`src/rtl/draw_scheduler.sv`:
```
// draw_scheduler: runs up to three drawing engines in index order from one
// start request and forwards the active engine's pixels to the VGA plot port.
// Optional clipping to X_MAX x Y_MAX is compiled in with DRAW_SCHED_CLIP_EN.
//
// Handshakes: start/done is a level pair. start is held high until done is
// seen, and done stays high until start falls. eng_start[i]/eng_done[i] work
// the same way. eng_start[i] is held until eng_done[i] is seen, and the next
// engine is only selected after eng_done[i] has fallen again.
module draw_scheduler #(
  parameter int X_MAX = 160,
  parameter int Y_MAX = 120
) (
  input  logic        clk,
  input  logic        rst_n,
  input  logic        start,
  input  logic [2:0]  en_mask,
  output logic        done,
  output logic        busy,
  output logic [2:0]  eng_start,
  input  logic [2:0]  eng_done,
  input  logic [23:0] eng_x,
  input  logic [20:0] eng_y,
  input  logic [8:0]  eng_colour,
  input  logic [2:0]  eng_plot,
  output logic [7:0]  vga_x,
  output logic [6:0]  vga_y,
  output logic [2:0]  vga_colour,
  output logic        vga_plot,
  output logic [15:0] plot_count,
  output logic [15:0] clip_count,
  output logic [2:0]  state_dbg
);

  typedef enum logic [2:0] {
    S_IDLE    = 3'd0,
    S_SELECT  = 3'd1,
    S_RUN     = 3'd2,
    S_RELEASE = 3'd3,
    S_FIN     = 3'd4
  } state_t;

`ifdef DRAW_SCHED_CLIP_EN
  localparam bit CLIP_EN = 1'b1;
`else
  localparam bit CLIP_EN = 1'b0;
`endif

  state_t     state, state_next;
  // pending holds the masked-in engines not yet run; the lowest set bit is
  // always above the cursor, so it stands in for the "index > cursor" search.
  logic [2:0] pending, pending_next;
  logic [1:0] cur, cur_next;
  logic       accept;

  logic [7:0] act_x;
  logic [6:0] act_y;
  logic [2:0] act_c;
  logic       act_plot, act_done;
  logic       cand, out_of_range, clipped, fwd;

  assign state_dbg = state;

  // Select the x/y/colour/plot/done lines of the engine at the cursor.
  always_comb begin
    act_x    = eng_x[7:0];
    act_y    = eng_y[6:0];
    act_c    = eng_colour[2:0];
    act_plot = eng_plot[0];
    act_done = eng_done[0];
    case (cur)
      2'd1: begin
        act_x    = eng_x[15:8];
        act_y    = eng_y[13:7];
        act_c    = eng_colour[5:3];
        act_plot = eng_plot[1];
        act_done = eng_done[1];
      end
      2'd2: begin
        act_x    = eng_x[23:16];
        act_y    = eng_y[20:14];
        act_c    = eng_colour[8:6];
        act_plot = eng_plot[2];
        act_done = eng_done[2];
      end
      default: ;
    endcase
  end

  assign cand         = (state == S_RUN) && act_plot;
  assign out_of_range = ({1'b0, act_x} >= 9'(X_MAX)) || ({1'b0, act_y} >= 8'(Y_MAX));
  assign clipped      = CLIP_EN && out_of_range;
  assign fwd          = cand && !clipped;

  // Next-state logic for the engine sequencer.
  always_comb begin
    state_next   = state;
    pending_next = pending;
    cur_next     = cur;
    accept       = 1'b0;
    case (state)
      S_IDLE: begin
        if (start) begin
          accept       = 1'b1;
          pending_next = en_mask;
          state_next   = S_SELECT;
        end
      end
      S_SELECT: begin
        if (pending[0]) begin
          cur_next        = 2'd0;
          pending_next[0] = 1'b0;
          state_next      = S_RUN;
        end else if (pending[1]) begin
          cur_next        = 2'd1;
          pending_next[1] = 1'b0;
          state_next      = S_RUN;
        end else if (pending[2]) begin
          cur_next        = 2'd2;
          pending_next[2] = 1'b0;
          state_next      = S_RUN;
        end else begin
          state_next = S_FIN;
        end
      end
      S_RUN:     if (act_done) state_next = S_RELEASE;
      S_RELEASE: if (!act_done) state_next = S_SELECT;
      S_FIN:     if (!start) state_next = S_IDLE;
      default:   state_next = S_IDLE;
    endcase
  end

  // Sequencer state register.
  always_ff @(posedge clk or negedge rst_n) begin
    if (!rst_n) begin
      state   <= S_IDLE;
      pending <= 3'b000;
      cur     <= 2'd0;
    end else begin
      state   <= state_next;
      pending <= pending_next;
      cur     <= cur_next;
    end
  end

  // Registered control outputs; eng_start drops on the edge that sees done.
  always_ff @(posedge clk or negedge rst_n) begin
    if (!rst_n) begin
      done      <= 1'b0;
      busy      <= 1'b0;
      eng_start <= 3'b000;
    end else begin
      done      <= (state == S_FIN) && start;
      eng_start <= (state == S_RUN && !act_done) ? 3'(3'b001 << cur) : 3'b000;
      if (accept)
        busy <= 1'b1;
      else if (state == S_FIN)
        busy <= 1'b0;
    end
  end

  // Pixel port: copy a forwarded pixel and pulse plot; otherwise hold.
  always_ff @(posedge clk or negedge rst_n) begin
    if (!rst_n) begin
      vga_x      <= 8'd0;
      vga_y      <= 7'd0;
      vga_colour <= 3'd0;
      vga_plot   <= 1'b0;
    end else begin
      vga_plot <= fwd;
      if (fwd) begin
        vga_x      <= act_x;
        vga_y      <= act_y;
        vga_colour <= act_c;
      end
    end
  end

  // Saturating count of forwarded pixels, cleared on accept.
  always_ff @(posedge clk or negedge rst_n) begin
    if (!rst_n)
      plot_count <= 16'd0;
    else if (accept)
      plot_count <= 16'd0;
    else if (fwd && plot_count != 16'hFFFF)
      plot_count <= plot_count + 16'd1;
  end

`ifdef DRAW_SCHED_CLIP_EN
  // Saturating count of clipped pixels, cleared on accept.
  always_ff @(posedge clk or negedge rst_n) begin
    if (!rst_n)
      clip_count <= 16'd0;
    else if (accept)
      clip_count <= 16'd0;
    else if (cand && clipped && clip_count != 16'hFFFF)
      clip_count <= clip_count + 16'd1;
  end
`else
  assign clip_count = 16'd0;
`endif

endmodule
```
`config.mk`:
```
export PLATFORM = sky130hd
export DESIGN_NAME = draw_scheduler
export DESIGN_NICKNAME = d
export VERILOG_FILES = /design/src/rtl/draw_scheduler.sv
export SDC_FILE = /design/constraint.sdc
export NUM_CORES = 1
export LEC_CHECK = 0
export BUFFER_PORTS_ARGS = -buffer_cell sky130_fd_sc_hd__buf_2
export CAP_MARGIN = 10
export CORE_ASPECT_RATIO = 0.8
export CORE_MARGIN = 3
export CORE_UTILIZATION = 42
export DETAILED_ROUTE_END_ITERATION = 6
export PLACE_DENSITY_LB_ADDON = 0.08
export SETUP_SLACK_MARGIN = 0.1
export SYNTH_ARGS = -nofsm -noshare
export SYNTH_HDL_FRONTEND = slang
export SYNTH_SLANG_ARGS = --single-unit
```
`constraint.sdc`:
```
create_clock -name clk -period 1.9 [get_ports clk]
set_input_delay 0.095 -clock clk [delete_from_list [all_inputs] [get_ports clk]]
set_output_delay 0.095 -clock clk [all_outputs]
set_load 0.01 [all_outputs]
```
==> results.ini, run 1 <==
[outcome]
outcome=finished, violations left
failed_checks=setup timing

[critical_path]
critical-path-slowest-cell=or4_4
critPathTopFamily=simple AND/OR/NAND/NOR gates
start_kind=flop
path_buf_inv=0
cp_max_fo=7
worst_path_largest_cell_delay_ns=0.51
crit_chain=or3b_4 -> a311o_2 -> or4_4 -> a21oi_2
worstPathRequired_ns=2.15
path_class=reg2reg
reg2reg_depth=4
path_depth=4
worst_setup_path_end_kind=flop
cp.arrival_ns=2.20

[route]
drtIter0Drc=98
dr.pass1.iters=4
viasPerCell=5.21
drcViolationCount=0
vias=2751
wirelength_um=7730
wl_per_cell_um=14.6
antenna_left=0

[logic_synthesis]
avgSynthCellArea_um2=8.83
yosys_warnings=0
synth_top_area_share_pct=45.0
ys_seq_area_share_pct=45.0
synth_top_cell_by_area=dfrtp_1
ys_types=41
syn_inst=302
synthTopCellsByArea=dfrtp_1, o21ai_0, nand2_1
ys_seq_elements=48
syn_area_um2=2670

[global_routing]
grt_overflow_total=0
antenna_found_initial=0
grt_pass1_wl_um=12500
grt_max_degree=25
grt_usage_pct=21.4
grt_pass1_vias=2577

[sta]
min_period_over_period_pct=103
finalSetupViolations=5
rsz0062_at_grt=true
slew_headroom_pct=65.3
holdWs_ns=0.0236
hold_viol=0
drv_slew=0
max_clock_freq_mhz=512
setup_slack_ns=-0.0541
skew_ns=0.0198
period_needed_ns=1.95
tightest_slew_ns=0.521

[cts]
insertion_delay_ns=0.31
cts_root_buf=clkbuf_8
clkSlewWorstSetupHoldPaths_ns=0.10
cts_max_path_buffers=2
tritoncts=done
cts_sinks=48
cts_made_buffers=5
htree_levels=2

[floorplanning]
io_pins=125
rows=25
die_area_um2=7350
die_h_um=77.3
core-area_um2=6040
start_util_pct=44.2
fp.dieW_um=95.1

[cells_and_area]
fin_area_um2=3770
drive_above_1_share_pct=41.6
fin_nets=518
synthToLayoutAreaGrowth_pct=41.5
final_cells=528
fill_cells=539
diodes=0

[power]
pwr-share-seq_pct=31.5
sw_frac_of_total_pct=41.1
vdd_drop_max_uv=534
p_comb_share_pct=53.2
clockPowerShare_pct=15.2
p_per_area_nw_per_um2=1250
switchingPower_w=0.00193
internal-power_w=0.00277
p_leak_nw=1.89

[place]
io_buffers=108
hpwl_um=5570
dp.cells=509
dpl_cell_area_um2=3460
finalWeightedCongestion=0.828

[hold_path]
holdCritPathClass=in2reg
worst_hold_path.num_cells=2

[run]
drv_cap=0

-- layer usage --
layer / track usage, % / vias up / part of all wire (%) / routed length (µm)
met2: 35.1 / 125 / 47 / 3610
met5: 0 / - / 0 / 0
li1: - / 1363 / - / -
met3: 4.80 / 5 / 7.7 / 594
met1: 28.8 / 1258 / 45 / 3480
met4: 4.32 / 0 / 0.61 / 47
-- cells by family after synthesis --
family / count (synthesis) / share of synthesized area, %
AND/OR/NAND/NOR: 106 / 19.9
flip-flops: 48 / 45.0
AO/OA/AOI/OAI: 96 / 22.5
buffers and inverters: 42 / 8.68
adder cells (fa/ha/maj): 4 / 1.88
other: 1 / 0.141
multiplexers: 5 / 1.88
-- sequential cells by signal (all words and copies together), names as in the netlist, 2 cells and up --
signal,count
plot_count,16
vga_x,8
vga_y,7
eng_start,3
pending,3
state_dbg,3
vga_colour,3
cur,2
-- cells in the final DEF, fill, tap and decap left out, types with 3 or more instances in the layout --
master    count
buf_4        46
o31ai_1       6
clkbuf_8      5
a22oi_1      19
nor2_1        3
and3_1        4
o21ai_0      43
nor3b_1       3
nand2b_1      4
nand2_1      52
a311o_2       3
conb_1       16
nand3_1       6
a21oi_1      10
mux2i_1       5
or4_1         4
buf_2       108
dfrtp_1      48
a21oi_2       3
or3_1         4
or4_4         4
nand4_1       6
inv_1         4
-- power groups by stage --
| stage | clock network [W] | logic (W) | registers (W) |
|---|---|---|---|
| finish | 0.000716 | 0.00250 | 0.00148 |
| detailed placement | 0 | 0.00226 | 0.00149 |
| CTS | 0.000720 | 0.00246 | 0.00148 |
| global route | 0.000771 | 0.00282 | 0.00152 |
| floorplan | 0 | 0.00132 | 0.00163 |
| global placement | 0 | 0.00223 | 0.00148 |
-- synth_stat cells --
master and number:
buf_2 2, nor2_1 4, nor3_1 3, buf_6 1, dfrtp_1 48, buf_4 17, nor4_2 1, o41ai_1 1
o2111a_1 1, ha_1 4, o21ai_0 44, or4_1 8, nand4_1 6, conb_1 1, and2_1 1, or3b_1 1
a22o_1 1, nand3_1 6, mux2i_1 5, or2_0 1, o31ai_1 7, a311o_1 1, a311oi_1 2, a32o_1 2
clkbuf_1 15, o21bai_1 1, nor4_1 4, nor3b_1 3, nand2b_1 4, nor2b_1 1, inv_1 6, a22oi_1 19
a21boi_0 1, or3_1 4, a221o_1 2, and3_1 4, a21oi_1 13, and4_1 1, o211ai_1 1, nand2_1 54
buf_1 1
-- layout make-up --
cell class	instances	area [µm²]	share of cell area, %
Clock inverter	1	30.0	0.795
Sequential cell	48	1200	31.8
Timing Repair Buffer	158	928	24.6
Clock buffer	5	68.8	1.82
Multi-Input combinational cell	229	1420	37.7
Inverter	6	22.5	0.597
Tap cell	81	101	2.68
-- path summary, 6_finish.rpt --
path	end	start	slack [ns]
max	plot_count[12]	state_dbg[0]	-0.05
min	pending[1]	en_mask[1]	0.02
max reg2reg	plot_count[12]	state_dbg[0]	-0.05
min reg2reg	vga_y[5]	vga_y[5]	0.48
max in group asynchronous	plot_count[2]	rst_n	1.11
min in group asynchronous	cur[0]	rst_n	0.20
-- stage by stage --
step / setup TNS, ns / util, % / power (W) / setup WS (ns)
after global routing: -0.824 / 62.5 / 0.00511 / -0.121
final: -0.172 / 62.5 / 0.00470 / -0.0541
after global placement: -0.279 / 57.2 / 0.00371 / -0.0710
after floorplan: -0.972 / - / 0.00295 / -0.146
after detailed placement: -0.675 / 57.2 / 0.00375 / -0.101
after CTS: 0 / 61.0 / 0.00466 / 0.00552
-- timing repair --
item / 4_1_cts / 5_1_grt
buffers inserted: 5 / 4
cloned: 2 / 0
setup endpoints to repair: 34 / 39
hold buffers: 2 / 0
hold endpoints to repair: 13 / 0
resized for setup: 14 / 14
pin swaps: 6 / 5
Note: power is estimated with default switching activity, not from simulation.
==> run 2, diff against run 1 <==
--- a/config.mk
+++ b/config.mk
@@ -9,7 +9,8 @@
 export CAP_MARGIN = 10
 export CORE_ASPECT_RATIO = 0.8
 export CORE_MARGIN = 3
-export CORE_UTILIZATION = 42
+export CORE_UTILIZATION = 35
+export CTS_BUF_LIST = sky130_fd_sc_hd__clkbuf_8
 export DETAILED_ROUTE_END_ITERATION = 6
 export PLACE_DENSITY_LB_ADDON = 0.08
 export SETUP_SLACK_MARGIN = 0.1
==> run 2 against run 1 <==
  * The run still ends with setup timing left
  * Cell area rose by 9.3%
  * Sequential power rose by 5%
  * Global-route usage fell by 3.1 points
  * Power rose by 15%
  * Clock-buffer cell count rose by 1
  * Worst setup slack improved by 0.022 ns
  * Cell count rose by 4.4%
  * Via count rose by 0.69%
  * Critical path type unchanged
  * Largest cell class unchanged
  * Largest power group unchanged
==> results.ini, run 2 (synthesis results as in run 1) <==
[route]
wirelength_um=8720  ; was 7730 µm
vias=2770  ; was 2751
drcViolationCount=0  ; unchanged
viasPerCell=5.03  ; was 5.21
antenna_left=0  ; unchanged
drtIter0Drc=85  ; was 98
dr.pass1.iters=4  ; unchanged
wl_per_cell_um=15.8  ; was 14.6 µm

[sta]
fin_tns_setup_ns=-0.0381  ; was -0.172 ns
finalSetupViolations=2  ; was 5
setup_slack_ns=-0.0324  ; was -0.0541 ns
hold_viol=0  ; unchanged
skew_ns=0.0110  ; was 0.0198 ns
min_period_over_period_pct=102  ; was 103%
slew_headroom_pct=58.9  ; was 65.3%
max_clock_freq_mhz=518  ; was 512 MHz
rsz0062_at_grt=true  ; unchanged
tightest_slew_ns=0.617  ; was 0.521 ns
period_needed_ns=1.93  ; was 1.95 ns
drv_slew=0  ; unchanged

[critical_path]
path_depth=4  ; unchanged
reg2reg_slack_ns=-0.03  ; was -0.05 ns
worstPathRequired_ns=2.15  ; about the same
critical-path-slowest-cell=or4_4  ; unchanged
crit_chain=or3b_4 -> a311o_2 -> or4_4 -> a21oi_2  ; unchanged
path_buf_inv=0  ; unchanged
reg2reg_to=plot_count[12]  ; unchanged
start_kind=flop  ; unchanged
endpoint=plot_count[12]  ; unchanged
cp_max_fo=6  ; was 7
crit_start=state_dbg[0]  ; unchanged
reg2reg_depth=4  ; unchanged
path_class=reg2reg  ; unchanged
critPathTopFamily=simple AND/OR/NAND/NOR gates  ; unchanged
worst_path_largest_cell_delay_ns=0.50  ; was 0.51 ns
r2r-start=state_dbg[0]  ; unchanged
cp.arrival_ns=2.18  ; was 2.20 ns
worst_setup_path_end_kind=flop  ; unchanged

[cells_and_area]
largest_reg_flops=16  ; unchanged
regMostFlops=plot_count  ; unchanged
final_cell_mix=buf_2, dfrtp_1, buf_4, nand2_1, o21ai_0  ; was buf_2, nand2_1, dfrtp_1, buf_4, o21ai_0
reg_top3=plot_count x16, vga_x x8, vga_y x7  ; unchanged
drive_above_1_share_pct=51.3  ; was 41.6%
diodes=0  ; unchanged
fin_nets=519  ; was 518
fin_util_pct=57.9  ; was 62.5%
synthToLayoutAreaGrowth_pct=54.7  ; was 41.5%
layout_commonest_cell=buf_2  ; unchanged

[floorplanning]
core-area_um2=7130  ; was 6040 µm²
die_h_um=84.1  ; was 77.3 µm
rows=27  ; was 25
io_pins=125  ; unchanged
die_area_um2=8710  ; was 7350 µm²
fp.dieW_um=104  ; was 95.1 µm
start_util_pct=37.4  ; was 44.2%

[cts]
clkSlewWorstSetupHoldPaths_ns=0.09  ; was 0.10 ns
insertion_delay_ns=0.31  ; about the same
cts_max_path_buffers=2  ; unchanged
tritoncts=done  ; unchanged
cts_root_buf=clkbuf_8  ; unchanged
cts_sinks=48  ; unchanged
cts_made_buffers=5  ; unchanged
htree_levels=2  ; unchanged

[place]
hpwl_um=5790  ; was 5570 µm
place_ws_ns=-0.133  ; was -0.101 ns
io_buffers=108  ; unchanged
finalWeightedCongestion=0.882  ; was 0.828

[run]
drv_cap=0  ; unchanged

[power]
p_leak_nw=2.01  ; was 1.89 nW
vdd_drop_max_uv=622  ; was 534 µV
p_per_area_nw_per_um2=1300  ; was 1250 nW/µm²
total_power_w=0.00539  ; was 0.00470 W

[global_routing]
grt_pass1_vias=2589  ; was 2577
grt_overflow_total=0  ; unchanged
antenna_found_initial=0  ; unchanged
grt_max_degree=49  ; was 25
grt_pass1_wl_um=13100  ; was 12500 µm
grt_usage_pct=18.3  ; was 21.4%

[outcome]
outcome=finished, violations left  ; unchanged
failed_checks=setup timing  ; unchanged

[hold_path]
holdCritPathClass=in2reg  ; unchanged

run 2: worst min path at each step:
stage | startpoint | endpoint | slack, ns | cells after the start
after floorplan | rst_n | busy | -0.20 | 0
final | en_mask[0] | pending[0] | 0.01 | 3
after CTS | en_mask[0] | pending[0] | 0.02 | 3
after global routing | en_mask[2] | pending[2] | 0.04 | 2
after global placement | rst_n | vga_y[4] | 0.24 | 2
after detailed placement | rst_n | vga_y[4] | 0.24 | 2
run 2: area by class of cell:
cell class	count	area, µm²
fill	664	3000
multi-input combinational	229	1630
sequential	48	1200
timing repair buffer	159	1060
tap	101	126
clock buffer	6	82.6
inverter	6	22.5
clock inverter	2	7.51
run 2: stage by stage:
step,hold slack (ns),instances,instance area [µm²]
floorplan,-0.201,317,2740
global placement,0.240,526,3460
detailed placement,0.244,526,3460
CTS,0.0210,539,3630
global route,0.0422,551,4130
finish,0.0143,551,4130
run 2: report_power, final:
part | internal, W | switching, W
clock | 0.000287 | 0.000341
combinational | 0.00144 | 0.00177
sequential | 0.00132 | 0.000225
run 2: worst min-delay path: cells and delay by family:
| family | cells | cell delay (ns) |
|---|---|---|
| AOI/OAI and AO/OA | 1 | 0.06 |
| buffers and inverters | 1 | 0.08 |
| and+or+nand+nor | 1 | 0.05 |
run 2: what timing repair did:
| item | in CTS | in global routing |
|---|---|---|
| pin swaps | 3 | 38 |
| endpoints found under the hold margin | 48 | 0 |
| hold buffers | 1 | 0 |
| endpoints found under the setup margin | 36 | 39 |
| setup buffers | 2 | 6 |
| gates resized for setup | 12 | 99 |
| cloned | 2 | 6 |
run 2: per-layer routing:
metal | global-route usage [%] | up-vias | share of wire, %
met5 | 0 | - | 0
met4 | 4.47 | 0 | 0.72
met3 | 3.94 | 8 | 6.2
met2 | 29.0 | 80 | 48
met1 | 25.6 | 1308 | 45
li1 | - | 1374 | -
==> run 3, diff against run 2 <==
--- a/config.mk
+++ b/config.mk
@@ -10,7 +10,6 @@
 export CORE_ASPECT_RATIO = 0.8
 export CORE_MARGIN = 3
 export CORE_UTILIZATION = 35
-export CTS_BUF_LIST = sky130_fd_sc_hd__clkbuf_8
 export DETAILED_ROUTE_END_ITERATION = 6
 export PLACE_DENSITY_LB_ADDON = 0.08
 export SETUP_SLACK_MARGIN = 0.1
==> constraint.sdc (replaced) <==
create_clock -name clk -period 2.3 [get_ports clk]
set_input_delay 0.115 -clock clk [delete_from_list [all_inputs] [get_ports clk]]
set_output_delay 0.115 -clock clk [all_outputs]
set_load 0.01 [all_outputs]
==> run 3 against run 2 <==
  * The flow now finishes without violations
  * Critical path depth is 3 higher
  * Via count is 8.3% lower
  * Combinational power is 45% lower
  * Critical path type unchanged
  * Critical endpoint is now plot_count[9]
  * Largest cell class unchanged
==> results.ini, run 3 (synthesis results as in run 1) <==
[outcome]
outcome=completed  ; was finished, violations left

[critical_path]
r2r-start=cur[0]  ; was state_dbg[0]
critPathTopFamily=compound AO/OA/AOI/OAI gates  ; was simple AND/OR/NAND/NOR gates
worstPathRequired_ns=2.47  ; was 2.15 ns
cp_max_fo=11  ; was 6
start_kind=flop  ; unchanged
path_buf_inv=2  ; was 0
critical-path-slowest-cell=a311o_2  ; was or4_4
worst_path_largest_cell_delay_ns=0.42  ; was 0.50 ns
worst_setup_path_end_kind=flop  ; unchanged
crit_top_cell=inv_1
cp.arrival_ns=2.23  ; was 2.18 ns
crit_chain=inv_1 -> ha_1 -> nor2_1 -> a311o_2 -> inv_1 -> a21oi_1 -> a221o_1  ; was or3b_4 -> a311o_2 -> or4_4 -> a21oi_2
crit_start=cur[0]  ; was state_dbg[0]
path_class=reg2reg  ; unchanged
reg2reg_slack_ns=0.24  ; was -0.03 ns

[cts]
clkSlewWorstSetupHoldPaths_ns=0.09  ; about the same
insertion_delay_ns=0.29  ; was 0.31 ns
cts_max_path_buffers=2  ; unchanged
htree_levels=2  ; unchanged
tritoncts=done  ; unchanged
cts_root_buf=clkbuf_8  ; unchanged
ctsResizeCount=0  ; was 12
postCtsSetupBuffers=0  ; was 2
cts_sinks=48  ; unchanged
cts_made_buffers=5  ; unchanged

[route]
wl_per_cell_um=14.2  ; was 15.8 µm
antenna_left=0  ; unchanged
drcViolationCount=0  ; unchanged
vias=2541  ; was 2770
dr.pass1.iters=4  ; unchanged
viasPerCell=4.93  ; was 5.03
drtIter0Drc=125  ; was 85
wirelength_um=7300  ; was 8720 µm

[cells_and_area]
diodes=0  ; unchanged
fin_area_um2=3440  ; was 4130 µm²
reg_top3=plot_count x16, vga_x x8, vga_y x7  ; unchanged
synthToLayoutAreaGrowth_pct=28.8  ; was 54.7%
final_cell_mix=buf_2, nand2_1, dfrtp_1, o21ai_0, a22oi_1  ; was buf_2, dfrtp_1, buf_4, nand2_1, o21ai_0
fill_cells=707  ; was 664
largest_reg_flops=16  ; unchanged
drive_above_1_share_pct=31.9  ; was 51.3%
regMostFlops=plot_count  ; unchanged
layout_commonest_cell=buf_2  ; unchanged
fin_nets=483  ; was 519

[sta]
finalSetupViolations=0  ; was 2
slew_headroom_pct=60.5  ; was 58.9%
period_needed_ns=2.06  ; was 1.93 ns
fin_tns_setup_ns=0  ; was -0.0381 ns
min_period_over_period_pct=89.5  ; was 102%
skew_ns=0.0116  ; was 0.0110 ns
drv_slew=0  ; unchanged
rsz0062_at_grt=false  ; was true
tightest_slew_ns=0.592  ; was 0.617 ns
hold_viol=0  ; unchanged
max_clock_freq_mhz=486  ; was 518 MHz

[floorplanning]
core-area_um2=7130  ; unchanged
io_pins=125  ; unchanged
start_util_pct=37.4  ; unchanged
die_h_um=84.1  ; unchanged
die_area_um2=8710  ; unchanged
rows=27  ; unchanged
fp.dieW_um=104  ; unchanged

[global_routing]
grt_pass1_vias=2263  ; was 2589
grt_max_degree=39  ; was 49
grt_usage_pct=16.1  ; was 18.3%
grt_overflow_total=0  ; unchanged
antenna_found_initial=0  ; unchanged
grt_pass1_wl_um=11700  ; was 13100 µm

[hold_path]
hp-start=en_mask[0]  ; unchanged
holdCritPathClass=in2reg  ; unchanged

[place]
finalWeightedCongestion=0.868  ; was 0.882
hpwl_um=5450  ; was 5790 µm
io_buffers=108  ; unchanged
dpl_cell_area_um2=3310  ; was 3460 µm²

[power]
vdd_drop_max_uv=512  ; was 622 µV
p_leak_nw=1.69  ; was 2.01 nW
p_per_area_nw_per_um2=1050  ; was 1300 nW/µm²

[run]
drv_cap=0  ; unchanged

==> run 3: changes by cell type in the layout (fill, tap and decap cells not counted), moves of 4 or more <==
cell | previous run | this run
buf_4 | 37 | 14
nand2_1 | 34 | 54
o21ai_0 | 25 | 44
o21ai_2 | 17 | 0
nand2_2 | 11 | 0
nand2_4 | 9 | 0
a21oi_1 | 8 | 13
a21oi_2 | 5 | 0
buf_6 | 4 | 0
nor4_4 | 4 | 0
or4_1 | 4 | 8
or4_4 | 4 | 0
==> run 3: layout make-up <==
class / count / area [µm²] / share of cell area [%]
clock buffer: 6 / 72.6 / 2.11
clock inverter: 2 / 35.0 / 1.02
inverter: 6 / 22.5 / 0.655
multi-input combinational: 228 / 1300 / 37.9
sequential: 48 / 1200 / 35.0
tap: 101 / 126 / 3.68
timing repair buffer: 124 / 676 / 19.7
==> run 3: path summary, 6_finish.rpt <==
check | endpoint | depth (start not counted)
max reg2reg | plot_count[9] | 7
max in group asynchronous | plot_count[4] | 3
max | plot_count[9] | 7
min in group asynchronous | eng_start[1] | 2
min | pending[0] | 3
min reg2reg | vga_y[0] | 2
==> run 3: what timing repair did <==
action                     CTS  global route
hold endpoints to repair    24             0
setup endpoints to repair    0             7
hold buffers                 1             0
==> run 3: where the power goes <==
part           leakage (nW)  total [W]  switching [W]  internal (W)
logic                  1.01    0.00178        0.00109      0.000692
registers             0.630    0.00122       0.000129       0.00109
clock network        0.0552   0.000594       0.000271      0.000323
==> run 3: worst min-delay path, delay by kind of cell <==
family / cells / cell delay [ns]
AO/OA/AOI/OAI: 1 / 0.05
AND/OR/NAND/NOR: 1 / 0.04
buffers and inverters: 1 / 0.08
==> run 3: metrics by stage <==
stage / power [W] / util (%) / setup WS [ns] / hold slack [ns] / instances
after floorplan: 0.00241 / - / 0.227 / -0.181 / 317
after global placement: 0.00300 / 46.4 / 0.260 / 0.150 / 505
after detailed placement: 0.00302 / 46.4 / 0.195 / 0.159 / 505
after CTS: 0.00363 / 48.1 / 0.169 / 0.00952 / 514
after global routing: 0.00396 / 48.2 / 0.104 / 0.00961 / 515
final: 0.00359 / 48.2 / 0.242 / 0.0219 / 515
==> run 3: per-layer routing <==
layer / part of all wire [%] / vias to the layer above / global-route usage (%)
met5: 0 / - / 0
met4: 0.36 / 0 / 2.90
met3: 7.6 / 2 / 4.18
met2: 46 / 96 / 25.2
met1: 46 / 1153 / 22.8
li1: - / 1290 / -
